$ cat src/rtl/sample_seq_pkg.sv
// Shared types and constants for the ADC -> FIR -> DAC sample sequencer.
package sample_seq_pkg;

    localparam int unsigned ADC_W        = 12;
    localparam int unsigned FIR_IN_W     = 16;
    localparam int unsigned FIR_OUT_W    = 32;
    localparam int unsigned DAC_W        = 12;
    localparam int unsigned ERR_CNT_W    = 16;
    localparam int unsigned FIR_SLICE_HI = 27;
    localparam int unsigned FIR_SLICE_LO = 16;

    localparam logic [DAC_W-1:0] DAC_OFFSET = 12'h800;

    typedef enum logic [2:0] {
        IDLE      = 3'd0,
        CONVERT   = 3'd1,
        WAIT_ADC  = 3'd2,
        FIR_SEND  = 3'd3,
        WAIT_FIR  = 3'd4,
        DAC_START = 3'd5,
        WAIT_DAC  = 3'd6
    } state_t;

    // Signed FIR slice to offset-binary DAC code, wrapping modulo 2^DAC_W.
    function automatic logic [DAC_W-1:0] fir_to_dac(input logic [DAC_W-1:0] slice);
        return slice + DAC_OFFSET;
    endfunction

    function automatic logic [ERR_CNT_W-1:0] sat_inc(input logic [ERR_CNT_W-1:0] v);
        return (v == '1) ? v : v + ERR_CNT_W'(1);
    endfunction

endpackage

$ cat src/rtl/sample_tick_gen.sv
// Sample-period divider: one-cycle tick every SAMPLE_FACTOR enabled cycles.
module sample_tick_gen #(
    parameter int unsigned SAMPLE_FACTOR = 10000
) (
    input  logic clk,
    input  logic rst,
    input  logic enable,
    output logic tick
);

    localparam int unsigned CNT_W = (SAMPLE_FACTOR > 1) ? $clog2(SAMPLE_FACTOR) : 1;
    localparam logic [CNT_W-1:0] CNT_LAST = CNT_W'(SAMPLE_FACTOR - 1);

    logic [CNT_W-1:0] cnt;

    always_ff @(posedge clk) begin
        if (rst || !enable) begin
            cnt  <= '0;
            tick <= 1'b0;
        end else if (cnt == CNT_LAST) begin
            cnt  <= '0;
            tick <= 1'b1;
        end else begin
            cnt  <= cnt + CNT_W'(1);
            tick <= 1'b0;
        end
    end

endmodule

$ cat src/rtl/sample_sequencer.sv
// Per-sample sequencer: ADC convert -> FIR stream -> DAC write, with overrun/timeout counters.
// Optional FIR_BYPASS_EN adds a bypass input that routes ADC samples straight to the DAC.
module sample_sequencer
    import sample_seq_pkg::*;
#(
    parameter int unsigned SAMPLE_FACTOR = 10000,
    parameter int unsigned STAGE_TIMEOUT = 4096
) (
    input  logic                  clk,
    input  logic                  rst,
    input  logic                  enable,
    output logic                  adc_convst,
    input  logic                  adc_eoc,
    input  logic [ADC_W-1:0]      adc_data,
    output logic                  fir_s_tvalid,
    input  logic                  fir_s_tready,
    output logic [FIR_IN_W-1:0]   fir_s_tdata,
    input  logic                  fir_m_tvalid,
    input  logic [FIR_OUT_W-1:0]  fir_m_tdata,
    output logic                  dac_set,
    input  logic                  dac_busy,
`ifdef FIR_BYPASS_EN
    input  logic                  bypass,
`endif
    output logic [DAC_W-1:0]      dac_value,
    output logic [ERR_CNT_W-1:0]  overrun_cnt,
    output logic [ERR_CNT_W-1:0]  timeout_cnt,
    output logic                  active
);

    localparam int unsigned ST_W = $clog2(STAGE_TIMEOUT + 1);
    localparam logic [ST_W-1:0] ST_LAST = ST_W'(STAGE_TIMEOUT - 1);
    localparam logic [ST_W-1:0] ST_MAX  = '1;
    localparam logic [ST_W-1:0] DAC_HOLD = ST_W'(2);

    state_t                 state_q, state_d;
    logic [ST_W-1:0]        stage_q, stage_d;
    logic                   convst_d, tvalid_d, set_d, active_d;
    logic [FIR_IN_W-1:0]    tdata_d;
    logic [DAC_W-1:0]       dac_d;
    logic [ERR_CNT_W-1:0]   overrun_d, timeout_d;
    logic                   tick;
    logic                   byp_sel;
    logic                   unused_fir_bits;

`ifdef FIR_BYPASS_EN
    assign byp_sel = bypass;
`else
    assign byp_sel = 1'b0;
`endif

    assign unused_fir_bits = ^{fir_m_tdata[FIR_OUT_W-1:FIR_SLICE_HI+1],
                               fir_m_tdata[FIR_SLICE_LO-1:0]};

    sample_tick_gen #(
        .SAMPLE_FACTOR(SAMPLE_FACTOR)
    ) u_tick_gen (
        .clk    (clk),
        .rst    (rst),
        .enable (enable),
        .tick   (tick)
    );

    always_ff @(posedge clk) begin
        if (rst) begin
            state_q      <= IDLE;
            stage_q      <= '0;
            adc_convst   <= 1'b0;
            fir_s_tvalid <= 1'b0;
            fir_s_tdata  <= '0;
            dac_set      <= 1'b0;
            dac_value    <= DAC_OFFSET;
            overrun_cnt  <= '0;
            timeout_cnt  <= '0;
            active       <= 1'b0;
        end else begin
            state_q      <= state_d;
            stage_q      <= stage_d;
            adc_convst   <= convst_d;
            fir_s_tvalid <= tvalid_d;
            fir_s_tdata  <= tdata_d;
            dac_set      <= set_d;
            dac_value    <= dac_d;
            overrun_cnt  <= overrun_d;
            timeout_cnt  <= timeout_d;
            active       <= active_d;
        end
    end

    always_comb begin
        state_d   = state_q;
        convst_d  = 1'b0;
        tvalid_d  = fir_s_tvalid;
        tdata_d   = fir_s_tdata;
        set_d     = 1'b0;
        dac_d     = dac_value;
        overrun_d = overrun_cnt;
        timeout_d = timeout_cnt;
        stage_d   = (stage_q == ST_MAX) ? stage_q : stage_q + ST_W'(1);
        active_d  = 1'b0;

        case (state_q)
            IDLE: begin
                if (tick) begin
                    state_d  = CONVERT;
                    convst_d = 1'b1;
                end
            end
            CONVERT: state_d = WAIT_ADC;
            WAIT_ADC: begin
                if (adc_eoc) begin
                    tdata_d = {{(FIR_IN_W - ADC_W){1'b0}}, adc_data};
                    if (byp_sel) begin
                        dac_d   = adc_data;
                        state_d = DAC_START;
                    end else begin
                        tvalid_d = 1'b1;
                        state_d  = FIR_SEND;
                    end
                end
            end
            FIR_SEND: begin
                if (fir_s_tready) begin
                    tvalid_d = 1'b0;
                    state_d  = WAIT_FIR;
                end
            end
            WAIT_FIR: begin
                if (fir_m_tvalid) begin
                    dac_d   = fir_to_dac(fir_m_tdata[FIR_SLICE_HI:FIR_SLICE_LO]);
                    state_d = DAC_START;
                end
            end
            DAC_START: begin
                if (!dac_busy) begin
                    set_d   = 1'b1;
                    state_d = WAIT_DAC;
                end
            end
            WAIT_DAC: begin
                // stage_q counts from the dac_set cycle, so >= 2 enforces the settle gap
                if (!dac_busy && stage_q >= DAC_HOLD) begin
                    state_d = IDLE;
                end
            end
            default: state_d = IDLE;
        endcase

        if ((state_q inside {WAIT_ADC, FIR_SEND, WAIT_FIR, WAIT_DAC}) &&
            (state_d == state_q) && (stage_q == ST_LAST)) begin
            state_d   = IDLE;
            tvalid_d  = 1'b0;
            timeout_d = sat_inc(timeout_cnt);
        end

        if (tick && (state_q != IDLE)) begin
            overrun_d = sat_inc(overrun_cnt);
        end

        if (state_d != state_q) begin
            stage_d = '0;
        end

        active_d = (state_d != IDLE);
    end

endmodule

$ cat config.mk
export PLATFORM = sky130hd
export DESIGN_NAME = sample_sequencer
export DESIGN_NICKNAME = d
export VERILOG_FILES = /design/src/rtl/sample_seq_pkg.sv /design/src/rtl/sample_tick_gen.sv /design/src/rtl/sample_sequencer.sv
export SDC_FILE = /design/constraint.sdc
export NUM_CORES = 1
export LEC_CHECK = 0
export BUFFER_PORTS_ARGS = -buffer_cell sky130_fd_sc_hd__buf_2
export CAP_MARGIN = 15
export CORE_MARGIN = 2
export CORE_UTILIZATION = 47
export CTS_CLUSTER_DIAMETER = 150
export DETAILED_ROUTE_END_ITERATION = 6
export GPL_TIMING_DRIVEN = 0
export HOLD_SLACK_MARGIN = 0.08
export PLACE_DENSITY = 0.78
export SETUP_SLACK_MARGIN = 0.15
export SKIP_CTS_REPAIR_TIMING = 1
export SKIP_LAST_GASP = 1
export SYNTH_ARGS = -nofsm -noshare
export SYNTH_HDL_FRONTEND = slang
export SYNTH_SLANG_ARGS = --single-unit
$ cat constraint.sdc
create_clock -name clk -period 1.9 [get_ports clk]
set_input_delay 0.19 -clock clk [delete_from_list [all_inputs] [get_ports clk]]
set_output_delay 0.19 -clock clk [all_outputs]
set_load 0.02 [all_outputs]
==> results by group <==
Pwr
  • Leakage Power: 2.22 nW
  • Worst vdd ir: 0.414 mV
  • Power Dens Cells: 605 nW/µm²

Global routing
  • Global-route wire length before repair: 17200 µm
  • Total GRT Usage: 21.0%
  • Largest net degree at the start of global routing: 16
  • Vias in the first global route: 3822
  • Antenna violations before repair: 0
  • GRT overflow: 0

CTS
  • CTS tree: done
  • TritonCTS sink count: 91
  • Root Driver: clkbuf_8
  • Worst-Skew Late Latency: 0.36 ns
  • CTS Buf Count: 9
  • Max clock buf depth: 2
  • CTS clk-pin slew, worst paths: 0.10 ns
  • H-tree depth: 3

Synth
  • Sequential element share of the synthesized area: 42.6%
  • Synth Area per Inst: 8.17 µm²
  • Post-Syn Area: 4270 µm²
  • Netlist cell types: 54
  • Async SR Flop Fraction: 0%
  • Post-Syn Instances: 523
  • Number of synthesized flops with an enable pin: 0
  • Ys flop type: dfxtp_1
  • Register bit total from synthesis: 91
  • Yosys warnings: 0

Worst setup path
  • Critical path type: reg -> reg
  • Crit path max-delay family: simple AND/OR/NAND/NOR gates
  • CP Max Fanout: 5
  • CP peak stage delay: 0.56 ns
  • Worst Setup End Kind: flop
  • WP data required: 2.19 ns
  • Worst path most repeated cell: or4_4
  • Slowest CP cell: or4_4
  • CP cell instances: and4_4 -> nand4_4 -> or4_4 -> buf_8 -> or4_4 -> a21oi_2
  • Critical path startpoint category: flop
  • Crit path buffers/inverters: 1
  • Arr. time, crit path: 2.45 ns

STA
  • Clk_skew: 0.0160 ns
  • Worst-Margin Slew: 0.811 ns
  • Final WS setup: -0.259 ns
  • RSZ-0062 raised after global routing: true
  • Finish-stage setup viols: 34
  • Worst hold margin: 0.0612 ns
  • Fin. Hold Viols: 0
  • Max-slew violations: 0
  • Fmax: 463 MHz
  • Slew HR: 45.5%
  • Final worst-path cycle share: 114%
  • Min Tclk post-route: 2.16 ns

Run status
  • Failing checks: setup timing
  • Outcome: finished with violations

Floorplanning
  • # rows: 34
  • Die height: 99.3 µm
  • CORE AREA: 8760 µm²
  • Initial core utilization: 48.8%
  • Die width: 99.3 µm
  • DIE AREA: 9870 µm²
  • I/O pin total: 115

Finish
  • Nets: 708
  • Most frequent cells in the layout: buf_2 (93), nand2_1 (78), dfxtp_1 (77), nor2_1 (62), a21oi_1 (38)
  • Ratio of cells with drive above 1 in the final layout: 30.3%
  • Final instance area: 5750 µm²
  • N_diodes: 0
  • Layout area overhead: 34.6%
  • Commonest non-fill, non-tap cell in the layout: buf_2

Place
  • Routability Congestion: 0.918
  • DP Wirelength: 7750 µm
  • Dpl ws: -0.289 ns
  • IO Port Bufs: 90
  • Placed instance area: 5010 µm²

Routing
  • Drt total wl: 11700 µm
  • DRC: 0
  • Post-DR vias/cell: 5.70
  • Pre-antenna DRT Iters: 4
  • Drt wl/cell: 15.3 µm
  • Initial DRC Count: 251
  • ANT nets after route: 0
  • Via count: 4359

Run
  • Max-Cap Viols: 0

Hold path
  • Min-Delay Path Class: in -> reg
-- per-stage QoR --
stage / power [mW] / setup TNS, ns / util [%] / cells
after floorplan: 2.06 / -0.385 / - / 526
after global placement: 2.13 / -5.47 / 57.1 / 724
after detailed placement: 2.13 / -6.98 / 57.1 / 724
after CTS: 3.46 / -7.84 / 59.4 / 740
after global routing: 3.62 / -7.80 / 65.6 / 765
final: 3.48 / -5.22 / 65.6 / 765
-- routing by layer --
| layer | GRT usage [%] | vias up | part of all wire, % |
|---|---|---|---|
| li1 | - | 2114 | - |
| met1 | 25.8 | 2073 | 41 |
| met2 | 35.6 | 150 | 52 |
| met3 | 4.50 | 22 | 5.3 |
| met4 | 8.75 | 0 | 1.9 |
| met5 | 0 | - | 0 |
-- sequential cells by signal, indices dropped and copies added (netlist names), 3 cells and up --
name            count
stage_q            13
timeout_cnt        16
u_tick_gen.cnt     14
state_q             3
overrun_cnt        16
fir_s_tdata        12
dac_value          12
-- power by group --
part	total [mW]	switching [mW]	internal, mW	leakage, nW
logic	0.204	0.107	0.0965	1.39
registers	1.93	0.0142	1.91	0.742
clock network	1.35	0.698	0.650	0.0922
-- logic make-up (layout without fill, tap and decap cells) --
logic type	count (synthesis)	count (layout)	share of synthesized area (%)
AO/OA/AOI/OAI	95	95	14.3
XOR/XNOR	30	30	6.15
multiplexers	8	8	1.99
buffers and inverters	40	171	4.16
other	1	4	0.0878
AND/OR/NAND/NOR	253	253	29.2
flip-flops	91	91	42.6
adder cells (fa/ha/maj)	5	5	1.46
-- tightest hold or removal path, cell delays in order --
cell and delay, ns:
buf_2 0.10, nand2_1 0.05, a21oi_1 0.05
-- cells in the mapped netlist (all sizes together), types with 8 or more instances --
cell type  instances  area, µm²
nand2             78        293
o21ai              9       45.0
nor2              63        236
a21oi             41        205
or4               12       93.8
xor2              13        114
nand4             20        140
a211oi             9       67.6
nand3             22        110
xnor2             17        149
and3              13       81.3
dfxtp             91       1820
nor3               8       40.0
buf               10       65.1
inv                8       30.0
clkbuf            21       78.8
o31ai             10       75.1
nor4               8       50.1
-- layout make-up --
cell class / instances / area (µm²)
Buffer: 31 / 209
Clock buffer: 11 / 141
Clock inverter: 5 / 61.3
Fill cell: 687 / 3010
Inverter: 9 / 33.8
Multi-Input combinational cell: 395 / 2620
Sequential cell: 91 / 1850
Tap cell: 108 / 135
Timing Repair Buffer: 115 / 701
-- worst paths after layout --
kind | startpoint | end | slack, ns | cells past startpoint
max | stage_q[3] | timeout_cnt[8] | -0.26 | 6
min | adc_data[0] | fir_s_tdata[0] | 0.06 | 3
max reg2reg | stage_q[3] | timeout_cnt[8] | -0.26 | 6
min reg2reg | u_tick_gen.cnt[0] | u_tick_gen.cnt[0] | 0.45 | 1
No activity file was read; power rests on OpenSTA's default activity.
